### config.mk
export PLATFORM = sky130hd
export DESIGN_NAME = encoder83_irq_flat
export DESIGN_NICKNAME = d
export VERILOG_FILES = /design/src/rtl/encoder83_pkg.sv /design/src/rtl/encoder83_irq_if.sv /design/src/rtl/encoder83_irq_prio_enc8.sv /design/src/rtl/encoder83_irq.sv /design/src/flat_wrapper.sv
export SDC_FILE = /design/constraint.sdc
export NUM_CORES = 1
export LEC_CHECK = 0
export CAP_MARGIN = 5
export CORE_AREA = 2 2 79 81
export CTS_CLUSTER_DIAMETER = 100
export CTS_CLUSTER_SIZE = 28
export DETAILED_ROUTE_END_ITERATION = 10
export DIE_AREA = 0 0 81 83
export GPL_ROUTABILITY_DRIVEN = 0
export PLACE_DENSITY_LB_ADDON = 0.12
export SLEW_MARGIN = 30
export SYNTH_ARGS = -nofsm -noshare
export SYNTH_HDL_FRONTEND = slang
export SYNTH_HIERARCHICAL = 1
export SYNTH_SLANG_ARGS = --single-unit
### constraint.sdc
create_clock -name clk -period 2.63 [get_ports clk]
set_input_delay 0.263 -clock clk [delete_from_list [all_inputs] [get_ports clk]]
set_output_delay 0.263 -clock clk [all_outputs]
set_load 0.02 [all_outputs]
### src/rtl/encoder83_pkg.sv
// ----------------------------------------------------------------------------
// encoder83_pkg
// Shared constants and types for the encoder83_irq block.
//   NUM_REQ    : number of event request lines
//   IDX_W      : width of an event index
//   RR_PTR_RST : reset value of the round-robin search pointer (also the fixed
//                search start when round-robin is not built in)
//   state_e    : presentation FSM states
//   idx_onehot : index -> one-hot mask helper
// ----------------------------------------------------------------------------
package encoder83_pkg;

    localparam int NUM_REQ = 8;
    localparam int IDX_W   = 3;

    localparam logic [IDX_W-1:0] RR_PTR_RST = 3'd7;

    typedef enum logic {
        ST_IDLE = 1'b0,
        ST_HOLD = 1'b1
    } state_e;

    function automatic logic [NUM_REQ-1:0] idx_onehot(input logic [IDX_W-1:0] idx);
        logic [NUM_REQ-1:0] one;
        one = {{(NUM_REQ-1){1'b0}}, 1'b1};
        return one << idx;
    endfunction

endpackage

### src/rtl/encoder83_irq_if.sv
// ----------------------------------------------------------------------------
// encoder83_irq_if
// Bundles the event inputs and the valid/ready presentation outputs.
//   req_n  : active-low asynchronous event lines (producer -> block)
//   en_n   : active-low enable                   (producer -> block)
//   ready  : consumer accept                     (consumer -> block)
//   valid  : code holds an unacknowledged event  (block -> consumer)
//   code   : index of the presented event        (block -> consumer)
//   any_n  : low while any event is pending      (block -> consumer)
//   pend   : pending-event register              (block -> consumer)
//   ovf    : one-cycle pulse on a lost event     (block -> consumer)
// Modports: slave = the encoder block, master = its environment.
// ----------------------------------------------------------------------------
interface encoder83_irq_if;
    import encoder83_pkg::*;

    logic [NUM_REQ-1:0] req_n;
    logic               en_n;
    logic               ready;
    logic               valid;
    logic [IDX_W-1:0]   code;
    logic               any_n;
    logic [NUM_REQ-1:0] pend;
    logic               ovf;

    modport slave (
        input  req_n, en_n, ready,
        output valid, code, any_n, pend, ovf
    );

    modport master (
        output req_n, en_n, ready,
        input  valid, code, any_n, pend, ovf
    );

endinterface

### src/rtl/encoder83_irq_prio_enc8.sv
// ----------------------------------------------------------------------------
// prio_enc8
// Combinational downward search with wrap over an 8-bit mask.
//   mask  : candidate bits
//   start : first index examined; search continues start-1, start-2, ... mod 8
//   found : at least one mask bit set
//   idx   : first set index met by the search (start when nothing found)
// With start tied to 7 this is a plain highest-index-wins priority encoder.
// ----------------------------------------------------------------------------
module prio_enc8
    import encoder83_pkg::*;
(
    input  logic [NUM_REQ-1:0] mask,
    input  logic [IDX_W-1:0]   start,
    output logic               found,
    output logic [IDX_W-1:0]   idx
);

    logic [IDX_W-1:0] cand;

    // Walk from the farthest distance to the nearest so the candidate closest
    // to start (distance 0) is the last assignment and therefore wins.
    always_comb begin
        found = 1'b0;
        idx   = start;
        cand  = start;
        for (int k = NUM_REQ - 1; k >= 0; k--) begin
            cand = start - IDX_W'(k);
            if (mask[cand]) begin
                found = 1'b1;
                idx   = cand;
            end
        end
    end

endmodule

### src/rtl/encoder83_irq.sv
// ----------------------------------------------------------------------------
// encoder83_irq
// Eight asynchronous active-low event lines are synchronized, falling edges
// are latched into a pending register, and pending events are presented one
// at a time on a valid/ready handshake.
//   clk         : single clock, all state on its rising edge
//   rst         : asynchronous active-high reset
//   bus (slave) : req_n, en_n, ready in; valid, code, any_n, pend, ovf out
// Parameter SYNC_STAGES : synchronizer flops per request line (1..3).
// Build option ENCODER83_ROUND_ROBIN_EN : after accepting index k the next
// search starts at k-1 and wraps downward; otherwise fixed priority (7 high).
// ----------------------------------------------------------------------------
module encoder83_irq
    import encoder83_pkg::*;
#(
    parameter int SYNC_STAGES = 2
) (
    input  logic            clk,
    input  logic            rst,
    encoder83_irq_if.slave  bus
);

    // ---------------- synchronizer + edge-history ----------------
    logic [SYNC_STAGES-1:0][NUM_REQ-1:0] sync_q, sync_d;
    logic [NUM_REQ-1:0]                  hist_q, hist_d;
    logic [NUM_REQ-1:0]                  fall;

    // Warm-up shift register: lines already low when reset is released would
    // look like falling edges against the idle-high reset value of the chain.
    // Edges are ignored until the chain and history flop have been refilled
    // from the real pins.
    logic [SYNC_STAGES:0] warm_q, warm_d;
    logic                 armed;

    always_comb begin
        sync_d[0] = bus.req_n;
        for (int s = 1; s < SYNC_STAGES; s++) begin
            sync_d[s] = sync_q[s-1];
        end
        hist_d = sync_q[SYNC_STAGES-1];
        warm_d = {warm_q[SYNC_STAGES-1:0], 1'b1};
    end

    assign armed = warm_q[SYNC_STAGES];

    generate
        for (genvar gi = 0; gi < NUM_REQ; gi++) begin : g_edge
            assign fall[gi] = hist_q[gi] & ~sync_q[SYNC_STAGES-1][gi];
        end
    endgenerate

    // ---------------- pending register / handshake ----------------
    state_e             state_q, state_d;
    logic [IDX_W-1:0]   code_q, code_d;
    logic [NUM_REQ-1:0] pend_q, pend_d;
    logic               ovf_q, ovf_d;

    logic [NUM_REQ-1:0] set_mask;
    logic [NUM_REQ-1:0] clr_mask;
    logic [NUM_REQ-1:0] remain;
    logic               accept;

    logic [NUM_REQ-1:0] srch_mask;
    logic [IDX_W-1:0]   srch_start;
    logic               srch_found;
    logic [IDX_W-1:0]   srch_idx;

    always_comb begin
        accept   = (state_q == ST_HOLD) && bus.ready;
        set_mask = (armed && !bus.en_n) ? fall : '0;
        clr_mask = accept ? idx_onehot(code_q) : '0;
        remain   = pend_q & ~clr_mask;
        // Set wins over a same-edge clear because it is OR-ed in last.
        pend_d   = remain | set_mask;
        // A bit being cleared this edge is not "already pending" for overflow.
        ovf_d    = |(set_mask & remain);
        // In HOLD the only search that matters is the one at an accept, over
        // the bits left once the accepted one is removed.
        srch_mask = (state_q == ST_HOLD) ? remain : pend_q;
    end

`ifdef ENCODER83_ROUND_ROBIN_EN
    logic [IDX_W-1:0] ptr_q, ptr_d;

    always_comb begin
        ptr_d = accept ? (code_q - 3'd1) : ptr_q;
        // At an accept the pointer has not moved yet, so derive the start
        // directly from the index being accepted.
        srch_start = (state_q == ST_HOLD) ? (code_q - 3'd1) : ptr_q;
    end

    always_ff @(posedge clk or posedge rst) begin
        if (rst) begin
            ptr_q <= RR_PTR_RST;
        end else begin
            ptr_q <= ptr_d;
        end
    end
`else
    assign srch_start = RR_PTR_RST;
`endif

    prio_enc8 u_prio (
        .mask  (srch_mask),
        .start (srch_start),
        .found (srch_found),
        .idx   (srch_idx)
    );

    always_comb begin
        state_d = state_q;
        code_d  = code_q;
        case (state_q)
            ST_IDLE: begin
                if (!bus.en_n && srch_found) begin
                    state_d = ST_HOLD;
                    code_d  = srch_idx;
                end
            end
            ST_HOLD: begin
                // en_n only matters at the accept: the current event is
                // always completed, but no follow-on event is chained.
                if (accept) begin
                    if (!bus.en_n && srch_found) begin
                        code_d = srch_idx;
                    end else begin
                        state_d = ST_IDLE;
                    end
                end
            end
            default: begin
                state_d = ST_IDLE;
            end
        endcase
    end

    always_ff @(posedge clk or posedge rst) begin
        if (rst) begin
            sync_q  <= '1;
            hist_q  <= '1;
            warm_q  <= '0;
            state_q <= ST_IDLE;
            code_q  <= '0;
            pend_q  <= '0;
            ovf_q   <= 1'b0;
        end else begin
            sync_q  <= sync_d;
            hist_q  <= hist_d;
            warm_q  <= warm_d;
            state_q <= state_d;
            code_q  <= code_d;
            pend_q  <= pend_d;
            ovf_q   <= ovf_d;
        end
    end

    assign bus.valid = (state_q == ST_HOLD);
    assign bus.code  = code_q;
    assign bus.pend  = pend_q;
    assign bus.any_n = ~|pend_q;
    assign bus.ovf   = ovf_q;

endmodule

### src/flat_wrapper.sv
// flat-port wrapper written by rule: the top's interface ports become plain ports
module encoder83_irq_flat import encoder83_pkg::*;
#(
    parameter int SYNC_STAGES = 2
)
  (clk, rst, bus_req_n, bus_en_n, bus_ready, bus_valid, bus_code, bus_any_n, bus_pend, bus_ovf);
  encoder83_irq_if bus_i ();
  input  logic clk;
  input  logic rst;
  input wire logic [$bits(bus_i.req_n)-1:0] bus_req_n;
  input wire logic [$bits(bus_i.en_n)-1:0] bus_en_n;
  input wire logic [$bits(bus_i.ready)-1:0] bus_ready;
  output wire logic [$bits(bus_i.valid)-1:0] bus_valid;
  output wire logic [$bits(bus_i.code)-1:0] bus_code;
  output wire logic [$bits(bus_i.any_n)-1:0] bus_any_n;
  output wire logic [$bits(bus_i.pend)-1:0] bus_pend;
  output wire logic [$bits(bus_i.ovf)-1:0] bus_ovf;
  assign bus_i.req_n = bus_req_n;
  assign bus_i.en_n = bus_en_n;
  assign bus_i.ready = bus_ready;
  assign bus_valid = bus_i.valid;
  assign bus_code = bus_i.code;
  assign bus_any_n = bus_i.any_n;
  assign bus_pend = bus_i.pend;
  assign bus_ovf = bus_i.ovf;
  encoder83_irq #(.SYNC_STAGES(SYNC_STAGES)) u_core (.clk(clk), .rst(rst), .bus(bus_i));
endmodule
==> flow_summary_export.csv, run 1 <==
group,metric,value,unit
run_status,outcome,"finished clean",
critical_path,start_kind,"flop",
power_and_ir_drop,p_per_area,1089,nW/µm²
yosys,synth_top_family_by_area,"multiplexers",
timing,finalClockSkew,0.005148,ns
critical_path,r2r-end,"u_core/bus.code[1]$_DFFE_PP0P_",
power_and_ir_drop,peakVddDrop,0.4558,mV
critical_path,path_common_cell,"mux2_2",
place,post-dp-hpwl,4122,µm
critical_path,end_kind,"flop",
power_and_ir_drop,p_seq_frac,0.263,
hold_path,hp-class,"input port to asynchronous set/reset pin",
power_and_ir_drop,leakagePower,1.218,nW
floorplan,boundaryPins,26,
cells_and_area,nFillCells,544,
grt,grt_util_all_layers,0.1675,
yosys,synth_sequential_area_ratio,0.4570,
detailed_routing,avgViaCountPerCell,5.293,
critical_path,cp.required,2.81,ns
floorplan,dieArea,6723,µm²
place,numPortBuffers,25,
yosys,yosys.area_share.xor_xnor,0.01553,
grt,grt_use_met3,0.03043,
critical_path,path_max_fanout,4,
yosys,yosysWarnings,6,
yosys,synth_compound_area_frac,0.1265,
clock_tree,cts_tree,"yes",
detailed_routing,route.detailed.drc,0,
detailed_routing,num_vias,1699,
yosys,netlist_area,2256,µm²
clock_tree,root_buffer,"clkbuf_8",
critical_path,cp_num_buf_inv,0,
power_and_ir_drop,switchingPower,1.228,mW
grt,grt_use_met1,0.2071,
critical_path,crit_chain,"and3_4, nand2_1, and2_1, mux4_2, mux2_2, nor4_2, a211oi_1, mux2_2",
detailed_routing,drtPass1Iterations,4,
clock_tree,cts_buffers,5,
clock_tree,path_clk_slew,0.08,ns
grt,grt_first_pass_wirelength,8611,µm
power_and_ir_drop,power,3.226,mW
timing,maxSlewHeadroom,0.6632,
clock_tree,ctsHoldBuffers,0,
yosys,synthArstFlopShare,1.000,
cells_and_area,insertedDiodeCount,0,
yosys,synth_top_cell_by_area,"dfstp_2",
floorplan,die_y,83,µm
yosys,synth.most_common_cell,"dfstp_2",
detailed_routing,antenna_left,0,
grt,grt_max_degree,31,
timing,layout_worst_path_cycle_share,0.9698,
yosys,synth-simple-area-share,0.1276,
timing,final-setup-viol-count,0,
critical_path,path_delay_family,"multiplexers",
power_and_ir_drop,p_comb_frac,0.580,
yosys,synth_mux_area_frac,0.2141,
critical_path,worst-r2r-setup-slack,0.08,ns
clock_tree,postCtsSetupRepairBufs,0,
cells_and_area,num-nets-final,259,
yosys,syn_inst,183,
grt,grt_busiest_layer,"met2",
grt,grt.overflow.total,0,
place,dp_cells,313,
timing,finalHoldViolCount,0,
floorplan,core,5816,µm²
clock_tree,clk_latency,0.29,ns
yosys,syn_area_per_cell,12.33,µm²
yosys,ys_ff_latch,40,
yosys,synthFlopType,"dfstp_2",
yosys,synth.top_cells.by_count,"dfstp_2, dfrtp_1, inv_1, mux2_2, nand2b_1",
yosys,synth_edf_count,0,
floorplan,die_w,81,µm
timing,min_period,2.551,ns
timing,timing.fmax,392.1,MHz
yosys,synth_adder_area_share,0.01109,
critical_path,crit_path_top_delay_cell,"mux4_2",
power_and_ir_drop,switching_share,0.3808,
cells_and_area,stdcell_count,321,
timing,worst_slew_pin_slew,0.4924,ns
clock_tree,cts_sinks,40,
cells_and_area,syn_to_final_growth,31.34,%
floorplan,start_util,0.3879,
critical_path,ff2ff_path_depth,8,
clock_tree,clockBufferDepth,2,
floorplan,num_rows,28,
timing,maxSlewViolCount,0,
critical_path,max_stage_delay,0.51,ns
cells_and_area,final_util,0.5095,
critical_path,path_class,"flop to flop",
detailed_routing,drtIter0Drc,119,
yosys,ys_types,56,
grt,grt_util_met2,0.2855,
detailed_routing,routed_wl,5303,µm
power_and_ir_drop,clkPwrFrac,0.157,
cells_and_area,multi_input_area,1215,µm²
grt,grt_antenna_before_repair,0,
cells_and_area,seqCellArea,1035,µm²
job,cap_violations,0,
cells_and_area,post_route_cells_drive_above_1_share,0.4024,
detailed_routing,wl_per_cell,16.52,µm
yosys,synth.top_cell.area_share,0.2795,
power_and_ir_drop,p_int,1.998,mW
critical_path,r2r_start,"u_core/bus.code[2]$_DFFE_PP0P_",
clock_tree,h-tree-depth,2,
grt,grt_pass1_vias,1731,
critical_path,arrival,2.73,ns
yosys,yosys-top-cells-area,"dfstp_2, dfrtp_1, mux4_1, mux4_2, mux2_2",
timing repair:
item,CTS,global route
gates resized for setup,1,20
hold endpoints to repair,0,0
setup endpoints to repair,1,3
pin swaps,0,2
sequential cells by signal, summed over array words and instances (netlist names):
| signal | flops |
|---|---|
| u_core/hist_d | 8 |
| u_core/sync_d | 8 |
| u_core/bus.code | 3 |
| u_core/hist_q | 8 |
| u_core/warm_q | 3 |
| u_core/bus.pend | 8 |
| u_core/bus.ovf | 1 |
| u_core/bus.valid | 1 |
how the worst max path moves through the flow:
| stage | start | end | slack (ns) | cells past startpoint |
|---|---|---|---|---|
| 4_1_cts | u_core/bus.code[2]$_DFFE_PP0P_ | u_core/bus.code[1]$_DFFE_PP0P_ | 0.02 | 9 |
| 3_3_place_gp | bus_ready | u_core/bus.code[1]$_DFFE_PP0P_ | -0.37 | 9 |
| 2_1_floorplan | u_core/bus.code[2]$_DFFE_PP0P_ | u_core/bus.code[1]$_DFFE_PP0P_ | 0.02 | 9 |
| 3_5_place_dp | bus_ready | u_core/bus.code[1]$_DFFE_PP0P_ | -0.36 | 9 |
| 5_1_grt | u_core/bus.code[2]$_DFFE_PP0P_ | u_core/bus.code[1]$_DFFE_PP0P_ | -0.03 | 8 |
| 6_report | u_core/bus.code[2]$_DFFE_PP0P_ | u_core/bus.code[1]$_DFFE_PP0P_ | 0.08 | 8 |
cells in the final DEF (no fill, tap or decap), types with 3 or more instances in the layout:
cell type and count:
a21oi_1 6, inv_1 13, o21bai_1 5, mux2i_1 3, dfstp_2 24, nand2_1 6, buf_4 27, clkdlybuf4s50_1 24
xnor2_1 3, dfrtp_1 13, o21ai_0 5, nor2_1 7, mux2i_2 3, mux2_2 8, mux4_2 10, conb_1 12
nand2b_1 9, clkbuf_8 5, and2_1 3, dfrtp_2 3, a211oi_1 4
cells by family (layout without fill, tap and decap cells):
group                    after synthesis  in the layout
flip-flops                            40             40
AO/OA/AOI/OAI                         39             39
AND/OR/NAND/NOR                       47             47
XOR/XNOR                               4              4
adder cells (fa/ha/maj)                2              2
buffers and inverters                 21             73
other                                  1             12
multiplexers                          29             29
layout make-up:
class,count,share of cell area
well taps,75,0.03167
repair buffers,52,0.1537
clock inverters,3,0.01563
inverters,13,0.01647
flip-flops and latches,40,0.3492
clock buffers,5,0.02323
multi-input cells,133,0.4101
metrics by stage:
step / setup WS (ns) / TNS [ns] / instance area (µm²) / hold WS [ns]
after detailed placement: -0.3608 / -0.8660 / 2789 / 0.3355
after global placement: -0.3700 / -0.8632 / 2789 / 0.3321
final: 0.07932 / 0 / 2963 / 0.2476
after global routing: -0.03390 / -0.03390 / 2963 / 0.2958
after floorplan: 0.01700 / 0 / 2298 / 0.2675
after CTS: 0.02382 / 0 / 2900 / 0.2511
power by group through the flow:
stage / registers (mW) / logic [mW] / clock network, mW
global placement: 0.850 / 1.70 / 0
CTS: 0.846 / 1.74 / 0.528
global route: 0.869 / 1.99 / 0.552
detailed placement: 0.855 / 1.73 / 0
floorplan: 0.932 / 0.886 / 0
finish: 0.848 / 1.87 / 0.507
per-layer routing:
layer	vias up	routed length (µm)	part of all wire
li1	792	-	-
met1	858	2212	0.42
met2	39	2810	0.53
met3	10	155	0.029
met4	0	124	0.023
met5	-	0	0
No activity file was read; power rests on OpenSTA's default activity.
==> inputs of run 2 (changes only) <==
- CORE_AREA: 2 2 79 81 -> 3 3 80 82
- DIE_AREA: 0 0 81 83 -> 0 0 83 85
==> run 2 against run 1 <==
  * Global-route usage shrank 1.2 points
  * Maximum frequency shrank 1.6%
  * Die area rose by 4.9%
  * Clock-buffer cell count rose by 3
  * Non-clock buffer count increased by 6
  * Flip-flop and latch count stayed put
  * Design area up 3.7%
  * Wire length up 3.4%
  * Sequential power about the same
  * Register-to-register slack worse by 0.04 ns
  * Clock power is essentially flat
  * Critical path type unchanged
  * Highest routed layer unchanged
==> flow_summary_export.csv, run 2 (synthesis results as in run 1) <==
group,metric,value,unit
timing,finalClockSkew,0.005580,ns
clock_tree,path_clk_slew,0.08,ns
floorplan,start_util,0.3879,
cells_and_area,syn_to_final_growth,36.22,%
timing,timing.fmax,385.7,MHz
grt,grt_util_all_layers,0.1551,
place,numPortBuffers,25,
critical_path,arrival,2.77,ns
timing,min_period,2.593,ns
cells_and_area,finalInstanceArea,3073,µm²
critical_path,path_class,"flop to flop",
grt,grt.overflow.total,0,
timing,layout_worst_path_cycle_share,0.9857,
power_and_ir_drop,power,3.450,mW
clock_tree,cts_buffers,5,
clock_tree,clk_latency,0.29,ns
detailed_routing,routed_wl,5484,µm
critical_path,max_stage_delay,0.51,ns
power_and_ir_drop,p_per_area,1123,nW/µm²
cells_and_area,multi_input_area,1266,µm²
detailed_routing,avgViaCountPerCell,5.284,
place,post-dp-hpwl,4105,µm
power_and_ir_drop,peakVddDrop,0.4686,mV
clock_tree,clockBufferDepth,2,
clock_tree,cts_tree,"yes",
cells_and_area,insertedDiodeCount,0,
cells_and_area,final_util,0.5284,
detailed_routing,wl_met2,2844,µm
timing,final-setup-viol-count,0,
cells_and_area,post_route_cells_drive_above_1_share,0.4286,
hold_path,hp-class,"input port to asynchronous set/reset pin",
grt,grt_antenna_before_repair,0,
cells_and_area,layout_common_cells,"buf_4, clkdlybuf4s50_1, dfstp_2",
critical_path,end_kind,"flop",
grt,grt_first_pass_wirelength,8707,µm
critical_path,crit_path_top_delay_cell,"a2111oi_0",
timing,maxSlewHeadroom,0.6223,
cells_and_area,nFillCells,526,
place,postPlaceCellArea,2811,µm²
clock_tree,h-tree-depth,2,
power_and_ir_drop,p_comb_frac,0.607,
cells_and_area,seqCellArea,1033,µm²
detailed_routing,antenna_left,0,
cells_and_area,num-nets-final,265,
power_and_ir_drop,switching_share,0.3813,
critical_path,start_kind,"flop",
detailed_routing,drtPass1Iterations,4,
timing,maxSlewViolCount,0,
timing,timing.final.ws_setup,0.03749,ns
clock_tree,root_buffer,"clkbuf_8",
floorplan,num_rows,28,
timing,worst_slew_pin_slew,0.5522,ns
timing,rsz0062_at_grt,"yes",
detailed_routing,wl_met1,2279,µm
detailed_routing,route.detailed.drc,0,
detailed_routing,num_vias,1728,
clock_tree,ctsHoldBuffers,0,
detailed_routing,highest_layer,"met4",
timing,fin_tns_setup,0,ns
critical_path,path_max_fanout,5,
grt,grt_pass1_vias,1755,
floorplan,dieArea,7055,µm²
detailed_routing,wl_per_cell,16.77,µm
detailed_routing,drtIter0Drc,97,
power_and_ir_drop,switchingPower,1.315,mW
critical_path,crit_chain,"and3_4, buf_6, a21oi_2, mux4_2, mux2_4, a2111oi_0, a211oi_2, mux2_2",
power_and_ir_drop,p_int,2.135,mW
floorplan,core,5816,µm²
power_and_ir_drop,leakagePower,1.281,nW
floorplan,die_w,83,µm
run_status,outcome,"finished clean",
critical_path,cp.required,2.81,ns
place,dpl_worst_slack,-0.3231,ns
grt,grt_max_degree,35,
job,cap_violations,0,
clock_tree,cts_sinks,40,
floorplan,die_y,85,µm
timing,finalHoldViolCount,0,
detailed_routing,dr_wl_met3,181,µm
power_and_ir_drop,clkPwrFrac,0.147,
power_and_ir_drop,p_seq_frac,0.246,
floorplan,boundaryPins,26,
cells_and_area,final_common_cell,"buf_4",
[run 2: final cells by class]
class                      count  area share
multi-input combinational    133      0.4121
inverter                      13     0.01588
sequential                    40      0.3363
timing repair buffer          58      0.1653
clock buffer                   8     0.03990
tap                           75     0.03054
[run 2: final timing paths]
path / slack, ns / start / cells after the start / end
max reg2reg: 0.04 / u_core/bus.code[2]$_DFFE_PP0P_ / 8 / u_core/bus.code[1]$_DFFE_PP0P_
max: 0.04 / u_core/bus.code[2]$_DFFE_PP0P_ / 8 / u_core/bus.code[1]$_DFFE_PP0P_
min reg2reg: 0.36 / u_core/sync_d[12]$_DFF_PP1_ / 0 / u_core/hist_d[4]$_DFF_PP1_
max in group asynchronous: 1.73 / rst / 3 / u_core/hist_d[4]$_DFF_PP1_
min in group clk: 0.26 / bus_ready / 2 / u_core/bus.valid$_DFF_PP0_
min: 0.19 / rst / 2 / u_core/warm_q[1]$_DFF_PP0_
[run 2: metrics by stage]
| step | std cells | hold slack (ns) |
|---|---|---|
| 2_1_floorplan | 194 | 0.2675 |
| 3_3_place_gp | 316 | 0.3321 |
| 3_5_place_dp | 316 | 0.3463 |
| 4_1_cts | 324 | 0.1788 |
| 5_1_grt | 327 | 0.2049 |
| 6_report | 327 | 0.1858 |
[run 2: metal layers]
metal / GRT usage / vias to the layer above
met4: 0.07727 / 0
li1: - / 803
met1: 0.1875 / 857
met3: 0.02136 / 16
met5: 0 / -
met2: 0.2719 / 52
[run 2: timing repair]
item                       CTS  global route
pin swaps                    0             9
setup endpoints to repair    2             3
setup buffers                0             3
gates resized for setup      1            30
[run 2: power by group through the flow]
stage | logic [mW] | registers [mW] | clock network, mW
6_report | 2.10 | 0.848 | 0.507
5_1_grt | 2.23 | 0.865 | 0.552
4_1_cts | 1.79 | 0.841 | 0.521
3_5_place_dp | 1.78 | 0.850 | 0
3_3_place_gp | 1.74 | 0.851 | 0
2_1_floorplan | 0.886 | 0.932 | 0
[run 2: worst max-delay path: cells and delay by family (launching register included)]
| family | cells | cell delay, ns |
|---|---|---|
| muxes | 3 | 1.07 |
| AOI/OAI and AO/OA | 3 | 0.66 |
| DFF | 1 | 0.42 |
| and+or+nand+nor | 1 | 0.21 |
| buffers and inverters | 1 | 0.11 |
